==> config.mk <==
export PLATFORM = sky130hd
export DESIGN_NAME = agc_alu_seq
export DESIGN_NICKNAME = d
export VERILOG_FILES = /design/src/rtl/agc_alu_seq.sv
export SDC_FILE = /design/constraint.sdc
export NUM_CORES = 1
export LEC_CHECK = 0
export BUFFER_PORTS_ARGS = -buffer_cell sky130_fd_sc_hd__buf_2
export CAP_MARGIN = 10
export CORE_ASPECT_RATIO = 1.5
export CORE_MARGIN = 4
export CORE_UTILIZATION = 31
export DETAILED_ROUTE_END_ITERATION = 12
export PLACE_DENSITY = 0.45
export SYNTH_ARGS = -nofsm -noshare
export SYNTH_HDL_FRONTEND = slang
export SYNTH_SLANG_ARGS = --single-unit
==> constraint.sdc <==
create_clock -name clk -period 7.8 [get_ports clk]
set_clock_uncertainty 0.2 [all_clocks]
set_input_delay 1.56 -clock clk [delete_from_list [all_inputs] [get_ports clk]]
set_output_delay 1.56 -clock clk [all_outputs]
set_load 0.01 [all_outputs]
==> src/rtl/agc_alu_seq.sv <==
// agc_alu_seq: ones'-complement arithmetic unit behind the control-pulse sequencer.
// AD/SU/MASK are combinational. MP/DV use a shared iterative engine
// (shift-add multiply, restoring divide) that latches its result words.
module agc_alu_seq #(
  parameter int WIDTH = 16
) (
  input  logic             clk,
  input  logic             rst,
  input  logic [2:0]       alu_op,
  input  logic [WIDTH-1:0] x,
  input  logic [WIDTH-1:0] y,
  input  logic             start,
  output logic [WIDTH-1:0] result,
  output logic [WIDTH-1:0] result_lo,
  output logic             busy,
  output logic             done,
  output logic             div_ovf
);

  localparam int M  = WIDTH - 1;       // magnitude field width
  localparam int CW = $clog2(WIDTH);   // iteration counter width
  localparam logic [CW-1:0] LAST = CW'(WIDTH - 2);

  localparam logic [2:0] OP_AD   = 3'd0;
  localparam logic [2:0] OP_SU   = 3'd1;
  localparam logic [2:0] OP_MASK = 3'd2;
  localparam logic [2:0] OP_MP0  = 3'd3;
  localparam logic [2:0] OP_MP1  = 3'd4;
  localparam logic [2:0] OP_DV0  = 3'd5;
  localparam logic [2:0] OP_DV1  = 3'd6;

  typedef enum logic [1:0] {
    S_IDLE = 2'd0,
    S_MUL  = 2'd1,
    S_DIV  = 2'd2,
    S_DONE = 2'd3
  } state_t;

  // Handshake: start is accepted in a cycle where busy is low and alu_op is
  // MP0 or DV0. busy is high for the WIDTH-1 iteration cycles that follow;
  // done pulses for one cycle right after them, with busy already low, so a
  // start in the done cycle is accepted immediately. Latched words are valid
  // from the done cycle on and hold until the next done or reset.

  state_t state_q, state_d;
  logic [CW-1:0] cnt_q;
  logic [M-1:0]  acc_q;   // product high half (MP) or partial remainder (DV)
  logic [M-1:0]  q_q;     // multiplier shifting out (MP) or quotient shifting in (DV)
  logic [M-1:0]  b_q;     // multiplicand (MP) or divisor (DV)
  logic          sx_q, sy_q;
  logic [WIDTH-1:0] x_q;  // raw dividend word, returned as remainder on overflow
  logic          ovf_q;   // overflow decided at capture, published at done
  logic [WIDTH-1:0] hi_q, lo_q;
  logic          div_ovf_q;

  function automatic logic [M-1:0] mag_of(input logic [WIDTH-1:0] v);
    return v[WIDTH-1] ? ~v[M-1:0] : v[M-1:0];
  endfunction

  function automatic logic [WIDTH-1:0] apply_sign(input logic neg, input logic [M-1:0] m);
    return neg ? ~{1'b0, m} : {1'b0, m};
  endfunction

  logic [M-1:0] mag_x, mag_y;
  logic         accept, last_iter;

  assign mag_x     = mag_of(x);
  assign mag_y     = mag_of(y);
  assign accept    = start && !busy && (alu_op == OP_MP0 || alu_op == OP_DV0);
  assign last_iter = (state_q == S_MUL || state_q == S_DIV) && (cnt_q == LAST);

  // One iteration step of each engine, plus the signed words formed on the last step.
  logic [M:0]       mul_sum;
  logic [M-1:0]     mul_acc_nxt, mul_q_nxt;
  logic [M:0]       div_shift;
  logic             div_ge;
  logic [M-1:0]     div_diff, div_r_nxt, div_q_nxt;
  logic             mp_neg;
  logic [WIDTH-1:0] mp_hi, mp_lo, dv_hi, dv_lo;

  always_comb begin
    mul_sum     = {1'b0, acc_q} + (q_q[0] ? {1'b0, b_q} : '0);
    mul_acc_nxt = mul_sum[M:1];
    mul_q_nxt   = {mul_sum[0], q_q[M-1:1]};

    div_shift   = {acc_q, 1'b0};
    div_ge      = div_shift >= {1'b0, b_q};
    div_diff    = div_shift[M-1:0] - b_q;
    div_r_nxt   = div_ge ? div_diff : div_shift[M-1:0];
    div_q_nxt   = {q_q[M-2:0], div_ge};

    mp_neg = (sx_q ^ sy_q) && ((mul_acc_nxt | mul_q_nxt) != '0);
    mp_hi  = apply_sign(mp_neg, mul_acc_nxt);
    mp_lo  = apply_sign(mp_neg, mul_q_nxt);

    if (ovf_q) begin
      dv_hi = apply_sign(sx_q ^ sy_q, {M{1'b1}});
      dv_lo = x_q;
    end else begin
      dv_hi = apply_sign((sx_q ^ sy_q) && (div_q_nxt != '0), div_q_nxt);
      dv_lo = apply_sign(sx_q && (div_r_nxt != '0), div_r_nxt);
    end
  end

  // State register.
  always_ff @(posedge clk) begin
    if (rst) state_q <= S_IDLE;
    else     state_q <= state_d;
  end

  // Next-state logic; a start in DONE goes straight to the new run.
  always_comb begin
    state_d = state_q;
    case (state_q)
      S_IDLE, S_DONE: begin
        if (accept)  state_d = (alu_op == OP_MP0) ? S_MUL : S_DIV;
        else         state_d = S_IDLE;
      end
      S_MUL:   if (cnt_q == LAST) state_d = S_DONE;
      S_DIV:   if (cnt_q == LAST) state_d = S_DONE;
      default: state_d = S_IDLE;
    endcase
  end

  // FSM outputs.
  always_comb begin
    busy = (state_q == S_MUL) || (state_q == S_DIV);
    done = (state_q == S_DONE);
  end

  // Engine datapath: operand capture, iteration, result latching on entry to DONE.
  always_ff @(posedge clk) begin
    if (rst) begin
      cnt_q     <= '0;
      acc_q     <= '0;
      q_q       <= '0;
      b_q       <= '0;
      sx_q      <= 1'b0;
      sy_q      <= 1'b0;
      x_q       <= '0;
      ovf_q     <= 1'b0;
      hi_q      <= '0;
      lo_q      <= '0;
      div_ovf_q <= 1'b0;
    end else if (accept) begin
      cnt_q     <= '0;
      sx_q      <= x[WIDTH-1];
      sy_q      <= y[WIDTH-1];
      x_q       <= x;
      div_ovf_q <= 1'b0;
      if (alu_op == OP_MP0) begin
        acc_q <= '0;
        q_q   <= mag_y;
        b_q   <= mag_x;
        ovf_q <= 1'b0;
      end else begin
        acc_q <= mag_x;
        q_q   <= '0;
        b_q   <= mag_y;
        ovf_q <= (mag_x >= mag_y);
      end
    end else if (state_q == S_MUL) begin
      acc_q <= mul_acc_nxt;
      q_q   <= mul_q_nxt;
      cnt_q <= cnt_q + CW'(1);
      if (last_iter) begin
        hi_q <= mp_hi;
        lo_q <= mp_lo;
      end
    end else if (state_q == S_DIV) begin
      acc_q <= div_r_nxt;
      q_q   <= div_q_nxt;
      cnt_q <= cnt_q + CW'(1);
      if (last_iter) begin
        hi_q      <= dv_hi;
        lo_q      <= dv_lo;
        div_ovf_q <= ovf_q;
      end
    end
  end

  assign div_ovf = div_ovf_q;

  // Result mux: combinational ops from x/y, engine ops from the latches.
  logic [WIDTH-1:0] add_b;
  logic [WIDTH:0]   add_sum;
  logic [WIDTH-1:0] add_res;

  always_comb begin
    add_b   = (alu_op == OP_SU) ? ~y : y;
    add_sum = {1'b0, x} + {1'b0, add_b};
    add_res = add_sum[WIDTH-1:0] + {{M{1'b0}}, add_sum[WIDTH]};
    result    = '0;
    result_lo = '0;
    case (alu_op)
      OP_AD, OP_SU: result = add_res;
      OP_MASK:      result = x & y;
      OP_MP0, OP_MP1, OP_DV0, OP_DV1: begin
        result    = hi_q;
        result_lo = lo_q;
      end
      default: begin
        result    = '0;
        result_lo = '0;
      end
    endcase
  end

endmodule
; ---- After elaboration in Yosys (flattened, before gate mapping)
; Cells that the tools add are included.
[totals]
regBits = 103
latchBits = 0
mem_bits_rw = 0
rom_bits = 0
input_bits = 38
output_inout_bits = 35
mem_count = 0
[classes]
add_sub_neg = 5
mul = 0
div = 0
n_lt_le_gt_ge = 2
eq_ne = 13
shifts = 0
mux = 38
bitwise_logic = 12
n_reduce_logical = 23
[ops]
columns = cell, n
row1 = 16-bit 2-to-1 mux, 17
row2 = 15-bit 2-to-1 mux, 13
row3 = 15-bit NOT with 16-bit output, 4
row4 = 16-bit case mux with 3 select lines, 1
row5 = 15-bit nonzero test, 3
row6 = 15-bit NOT, 2
row7 = 16-bit by 16-bit adder with 17-bit output, 1
row8 = 15-bit by 15-bit adder with 16-bit output, 1
row9 = 16-bit by 1-bit adder with 16-bit output, 1
row10 = 16-bit bitwise AND, 1
row11 = 16-bit by 15-bit >= comparator with 1-bit output, 1
row12 = 16-bit NOT, 1
row13 = 15-bit >= comparator, 1
row14 = 15-bit bitwise OR, 1
row15 = 15-bit subtractor, 1
row16 = 3-bit equality test (second input constant), 3
row17 = 4-bit 2-to-1 mux, 2
row18 = 2-bit OR reduction, 4
row19 = 3-bit by 2-bit equality test with 1-bit output (second input constant), 2
row20 = 1-bit logical AND, 6
row21 = 2-bit 2-to-1 mux, 3
row22 = 4-bit by 1-bit adder with 4-bit output (second input constant), 1
row23 = 2-bit equality test (second input constant), 2
row24 = 4-bit equality test (second input constant), 1
row25 = 17 further kinds, 20

; ---- Logic depth before layout (Yosys ltp)
; Gate-level depths: netlist of the first run.
[depth]
ltp_word = 9
depth_mapped = 20
depth_no_buf = 18

; ---- Worst setup path after synthesis of the first run
; Ideal clock, no wire load.
[synth_path]
path_kind = input port to output port
start = input port alu_op[1]
end = output port result[15]
t_arrival_ns = 5.670
required_ns = 6.040
slack_ns = 0.370
cell_stages = 15
n_path_buf = 3
path_cell_list = or2_2 > clkbuf_1 > nor2_1 > clkbuf_1 > xor2_1 > ha_1 > clkbuf_1 > or4b_1 > o2111ai_1 > nand3_1 > nor4b_1 > and4_1 > nand4_1 > xnor2_1 > o21ai_0
[synth_between]
elab_chain_len = 5
word_cells_on_any_way = 13
[synth_lines]
columns = element, line_no
row1 = start: declaration, 9  ; input logic [2:0] alu_op,
row2 = 3-bit by 1-bit equality test with 1-bit output, "190, 195"
row3 = 16-bit 2-to-1 mux, 190  ; add_b = (alu_op == OP_SU) ? ~y : y;
row4 = 16-bit by 16-bit adder with 17-bit output, 191  ; add_sum = {1'b0, x} + {1'b0, add_b};
row5 = 16-bit by 1-bit adder with 16-bit output, 192  ; add_res = add_sum[WIDTH-1:0] + {{M{1'b0}}, add_sum[WIDTH]};
row6 = 16-bit case mux with 3 select lines *, 195  ; case (alu_op)
row7 = end: declaration, 13  ; output logic [WIDTH-1:0] result,
; Every way passes the cells marked *; elsewhere a longest branch is shown, timed or not.

; ---- Final worst setup path of the first run
[layout_path]
start = input port alu_op[2]
end = output port result[12]
; The elaborated chain is that of the path after synthesis.

==> results by group, run 1 <==
CTS
  • CTS tree: built
  • Clk buf depth: 2
  • CTS buffer count: 9
  • Root buf cell: clkbuf_16
  • CTS Hold Bufs: 0
  • Clock transition at the registers of the reported paths: 90 ps
  • Count of clock tree sinks: 102
  • Latest clock arrival within the worst-skew pair: 390 ps
  • H-tree levels: 3

Detailed routing
  • Final ANT Viol Nets: 0
  • Iter 0 DRT Violations: 803
  • Total Routed Length: 39.2 mm
  • Vias/cell: 5.81
  • Routed WL per cell: 22.8 µm
  • DRC viols: 0
  • Via Count: 9976
  • First-pass DRT Iterations: 5

Worst setup path
  • Crit end category: output pin
  • CP max FO: 17
  • Crit path arrival time: 5730 ps
  • Reg2Reg Depth: 11
  • Reg2reg start: q_q[0]
  • WS Path Type: in -> out
  • Setup crit start kind: input port
  • Flop2flop setup slack: 3000 ps
  • Required time of the critical path: 6040 ps
  • Worst Setup SP: alu_op[2]
  • Reg2reg end: hi_q[12]

Hold path
  • Worst hold-check path type: reg -> reg
  • Hold Path Depth: 2
  • WHS Endpoint: x_q[5]
  • Min-Delay Startpoint: x_q[5]

Yosys
  • Share of the synthesized area in the top cell type: 21.0%
  • Syn Nets: 1400
  • Ys Warns: 0
  • Sequential share of the synthesized area: 21.0%
  • Leading cell types by total area after synthesis: dfxtp_1, ha_1, xor2_1, nor2_1, a21oi_1
  • Number of enable flip-flop cells after synthesis: 0
  • Synthesized area per cell: 7.55 µm²
  • Cells after Synth: 1288
  • Top_reg_cell synth: dfxtp_1
  • Area leader, netlist: dfxtp_1
  • Unique cell type count in the Yosys netlist: 81
  • Asr flop ratio synth: 0%
  • Synth Register Bits: 102
  • Syn Std Cell Area: 0.00973 mm²

STA
  • Worst slew pin tran: 997 ps
  • Total negative setup slack: 0 ps
  • Final hold slack: 256 ps
  • Final Critical Period: 7490 ps
  • Fmax: 0.134 GHz
  • Final Hold Viols: 0
  • Final worst-path setup slack: 311 ps
  • Final setup violation count: 0
  • Crit share post-route: 96.0%
  • Slew Viols, Final: 0
  • Relative slew slack: 32.8%

Final layout
  • Ratio of cells with drive above 1 in the final layout: 11.9%
  • Filler Cell Count: 3420
  • Layout net count: 1418
  • Area delta synth->final: 10.8%
  • N_diodes: 0

Global route
  • Antenna violations before repair: 0
  • Largest net degree at the start of global routing: 66
  • Vias in the first global route: 9624
  • First-pass GRT wire length: 59.0 mm
  • GR Overflow Total: 0
  • GRT Util Overall: 22.1%

Floorplan
  • Cell row count: 79
  • Starting Density: 31.3%
  • Horiz. Die Dim: 153 µm
  • Die Y: 225 µm
  • I/O pin cnt: 73
  • Die Footprint: 0.0343 mm²
  • Core Area: 0.0310 mm²

Placement
  • Count of port buffers added during placement: 72
  • Place WS: 252 ps
  • RePlAce Congestion: 0.875
  • Dpl hpwl: 30.5 mm

Pwr
  • Power per cell area: 179 mW/mm²
  • Total power: 1.93 mW
  • Leak pwr: 4.24 nW
  • VDD IR max: 0.0959 mV

Run status
  • Outcome: finished, final reports clean

Job
  • Max Cap Violations: 0
## metal layers
| metal | track usage (%) | up-vias | part of all wire (%) |
|---|---|---|---|
| met4 | 10.1 | 0 | 4.8 |
| li1 | - | 4785 | - |
| met5 | 0 | - | 0 |
| met3 | 2.02 | 68 | 3.5 |
| met2 | 41.3 | 292 | 52 |
| met1 | 25.4 | 4831 | 40 |
## cells in the mapped netlist, types with 31 or more instances
master / instances
nor2_1: 125
dfxtp_1: 102
nand2_1: 97
xor2_1: 87
a21oi_1: 83
o21ai_0: 77
clkbuf_1: 74
ha_1: 71
inv_1: 62
nor3_1: 59
and2_1: 37
a221oi_1: 36
a211oi_1: 31
## cell families after synthesis
| group | count (synthesis) | synth area share [%] |
|---|---|---|
| multiplexers | 29 | 3.18 |
| AND/OR/NAND/NOR | 419 | 20.6 |
| AO/OA/AOI/OAI | 399 | 29.1 |
| buffers and inverters | 151 | 6.16 |
| adder cells (fa/ha/maj) | 74 | 9.75 |
| XOR/XNOR | 114 | 10.3 |
| flip-flops | 102 | 21.0 |
## flip-flops by register name, indices dropped and copies added (netlist names), 2 cells and up
register	cells
cnt_q	4
b_q	15
q_q	15
acc_q	15
hi_q	16
x_q	15
lo_q	16
state_q	2
## cell usage in the layout (no fill, tap or decap), drive strengths merged, types with 6 or more instances in the layout
cell / n
a211oi: 32
nor2: 125
xor2: 87
nand3b: 6
buf: 95
or3: 6
nand2: 97
nand2b: 9
and3: 12
dfxtp: 102
a221oi: 38
ha: 71
and2: 37
or2: 7
o21a: 10
a21oi: 85
inv: 65
mux2i: 14
a222oi: 14
a31oi: 10
xnor2: 27
a2111oi: 13
clkbuf: 9
o21ai: 84
nor3: 59
nand3: 23
nor2b: 6
o31ai: 16
mux2: 15
nand4: 12
a32oi: 20
a21o: 11
o211ai: 18
## worst max-delay path, cell delays in order
cell and delay (ps):
buf_2 170, or2_2 420, nor2_1 160, buf_6 230, xor2_1 100, ha_1 230
fa_1 410, nand3_1 180, nand4_1 200, nand3_1 180, a31oi_1 120, o31a_1 260
o21ai_0 150, nand2b_1 140, ha_1 240, ha_1 200, and2_1 220, nand4_1 110
xor2_1 60, o21ai_0 190, buf_2 170
## how the worst max path moves through the flow
stage,endpoint,slack (ps),depth (start not counted)
after floorplan,result[15],370,15
after global placement,result[15],300,17
after detailed placement,result[12],250,21
after CTS,result[12],250,21
after global routing,result[12],-50,20
final,result[12],310,21
## stage by stage
stage | instance area, µm² | std cells | utilization, %
after detailed placement | 10400 | 1700 | 33.6
after floorplan | 9730 | 1288 | -
final | 10800 | 1716 | 34.7
after CTS | 10800 | 1716 | 34.7
after global routing | 10800 | 1716 | 34.7
after global placement | 10400 | 1700 | 33.6
## power breakdown
group	internal [mW]	switching [mW]	total (mW)
Clock	0.230	0.256	0.487
Combinational	0.300	0.570	0.870
Sequential	0.540	0.0351	0.576
Total	1.07	0.861	1.93
## final cells by class
type / instances / area [µm²] / area share, %
multi-input cells: 1035 / 7140 / 66.3
flip-flops and latches: 102 / 2040 / 19.0
repair buffers: 95 / 539 / 5.00
well taps: 405 / 507 / 4.70
inverters: 63 / 236 / 2.19
clock buffers: 9 / 225 / 2.09
clock inverters: 7 / 86.3 / 0.801
## what timing repair did
item / in CTS / in global routing
setup endpoints to repair: 0 / 5
resized for setup: 0 / 4
setup buffers: 0 / 0
No activity file was read; power rests on OpenSTA's default activity.
==> run 2: changes to the inputs <==
PLACE_DENSITY = default   (was 0.45)
==> run 2 against run 1 <==
Worst hold slack improved by 5.7 ps. Non-clock buffer count increased by 1. Routed wire length decreased by 7.7%. Via count increased by 1.4%. Combinational power decreased by 3.2%. Largest power group unchanged. First-iteration DRC count decreased by 1.6%. Flip-flop and latch count unchanged. Power decreased by 1.9%. Largest cell class unchanged. Global-route usage decreased by 1.8 points. Register-to-register slack improved by 50 ps.
==> results by group, run 2 (synthesis results as in run 1) <==
Run status
  • Outcome: finished, final reports clean

Pwr
  • Switching share of power: 43.5% (-1.1 points)
  • Sequential Power Share: 30.4% (+0.6 points)
  • VDD IR max: 0.131 mV (+37%)
  • Switching pwr: 0.824 mW (-4.4%)
  • P_int: 1.07 mW (about the same)
  • Clock power frac: 25.2% (about the same)
  • Combinational share of power: 44.4% (-0.6 points)
  • Leak pwr: 4.25 nW (+0.13%)
  • Power per cell area: 176 mW/mm² (-1.8%)

Global route
  • Largest net degree at the start of global routing: 74 (+12%)
  • First-pass GRT wire length: 55.8 mm (-5.5%)
  • Vias in the first global route: 9841 (+2.3%)
  • GRT Util Overall: 20.3% (-1.8 points)
  • GR Overflow Total: 0 (unchanged)
  • Antenna violations before repair: 0 (unchanged)

Detailed routing
  • Iter 0 DRT Violations: 790 (-1.6%)
  • Routed WL per cell: 21.0 µm (-7.8%)
  • First-pass DRT Iterations: 8 (+3)
  • DRC viols: 0 (unchanged)
  • Vias/cell: 5.89 (+1.3%)
  • Via Count: 10100 (+1.4%)
  • Total Routed Length: 36.1 mm (-7.7%)
  • Final ANT Viol Nets: 0 (unchanged)

STA
  • Final hold slack: 262 ps (+5.69 ps)
  • Worst slew pin tran: 1090 ps (+87.6 ps)
  • Relative slew slack: 27.3% (-5.5 points)
  • Total negative setup slack: 0 ps (unchanged)
  • Slew Viols, Final: 0 (unchanged)
  • RSZ-0062 raised after global routing: false
  • Final Critical Period: 7330 ps (-154 ps)
  • Fmax: 0.136 GHz (+2.1%)
  • Final setup violation count: 0 (unchanged)
  • Final Hold Viols: 0 (unchanged)
  • Crit share post-route: 94.0% (-2.0 points)

Floorplan
  • Core Area: 0.0310 mm² (unchanged)
  • Horiz. Die Dim: 153 µm (unchanged)
  • Die Y: 225 µm (unchanged)
  • I/O pin cnt: 73 (unchanged)
  • Starting Density: 31.3% (unchanged)
  • Die Footprint: 0.0343 mm² (unchanged)
  • Cell row count: 79 (unchanged)

Hold path
  • Worst hold-check path type: reg -> reg
  • Min-Delay Startpoint: x_q[7]

Final layout
  • Sequential cell area: 0.00204 mm² (unchanged)
  • Commonest non-fill, non-tap cell in the layout: nor2_1
  • Area delta synth->final: 10.7% (about the same)
  • Filler Cell Count: 3419 (-0.029%)
  • Post-route cell area: 0.0108 mm² (about the same)
  • N_diodes: 0 (unchanged)
  • Area of the multi-input gates: 0.00713 mm² (-0.19%)
  • Layout net count: 1419 (+0.071%)
  • Ratio of cells with drive above 1 in the final layout: 11.8% (-0.085 points)
  • Commonest non-fill, non-tap cells in the layout: nor2_1, dfxtp_1, nand2_1
  • Non-Filler Instances: 1717 (+0.058%)
  • Largest registers: hi_q: 16 flops, lo_q: 16 flops

Worst setup path
  • Worst Setup SP: alu_op[2]
  • Setup crit start kind: input port
  • Crit path arrival time: 5570 ps (-160 ps)
  • Required time of the critical path: 6040 ps (about the same)
  • Crit end category: output pin
  • CP max FO: 17 (unchanged)
  • WS Path Type: in -> out
  • Reg2reg start: q_q[0]

CTS
  • Latest clock arrival within the worst-skew pair: 370 ps (-20 ps)
  • CTS Hold Bufs: 0 (unchanged)
  • Root buf cell: clkbuf_16
  • H-tree levels: 3 (unchanged)
  • CTS buffer count: 9 (unchanged)
  • Clock transition at the registers of the reported paths: 80 ps (about the same)
  • CTS tree: built
  • Clk buf depth: 2 (unchanged)
  • Count of clock tree sinks: 102 (unchanged)

Placement
  • Placed Area: 0.0104 mm² (about the same)
  • # placed instances: 1701 (+0.059%)
  • RePlAce Congestion: 0.951 (+8.7%)
  • Dpl hpwl: 28.1 mm (-8.0%)
  • Count of port buffers added during placement: 72 (unchanged)

Job
  • Max Cap Violations: 0 (unchanged)
-- run 2: critical path: stages --
cell and delay, ps:
buf_2 170, or2_4 320, nor2_1 140, buf_6 230
xor2_1 100, ha_1 220, fa_1 420, nand3_1 190
nand4_1 180, nand3_1 150, a31oi_1 110, o31a_1 270
o21ai_0 150, nand2b_1 150, ha_1 240, ha_1 200
and2_1 220, nand4_1 120, xor2_1 60, o21ai_0 200
buf_2 170
-- run 2: power groups by stage --
stage	combinational, mW	clock (mW)	sequential [mW]
4_1_cts	0.833	0.483	0.575
2_1_floorplan	0.575	0	0.569
3_5_place_dp	0.828	0	0.587
3_3_place_gp	0.824	0	0.587
6_report	0.842	0.477	0.577
5_1_grt	0.916	0.501	0.579
-- run 2: cell type report --
class                   count  area share [%]
flip-flops and latches    102            19.0
multi-input cells        1035            66.2
inverters                  63            2.20
clock buffers               9            2.09
well taps                 405            4.71
clock inverters             7           0.779
repair buffers             96            5.08
-- run 2: what timing repair did --
action,in CTS,in global routing
buffers inserted,0,0
gates resized for setup,0,3
setup endpoints to repair,0,3
-- run 2: routing by layer --
layer  global-route usage, %  up-vias  wire length [µm]
li1                        -     4792                 -
met1                    23.4     4794             14200
met2                    35.1      412             17300
met3                    2.54      115              1930
met4                    13.8        0              2760
met5                       0        -                 0
-- run 2: path summary, 6_finish.rpt --
path              slack, ps  cells after the start         end
setup / recovery        470                     21  result[12]
hold / removal          260                      2      x_q[7]
setup reg to reg       3050                     12     hi_q[4]
hold reg to reg         260                      2      x_q[7]
-- run 2: stage by stage --
step	power [mW]	worst slack [ps]	util, %
2_1_floorplan	1.14	370	-
3_3_place_gp	1.41	380	33.7
3_5_place_dp	1.41	317	33.7
4_1_cts	1.89	305	34.7
5_1_grt	2.00	95.7	34.7
6_report	1.90	465	34.7
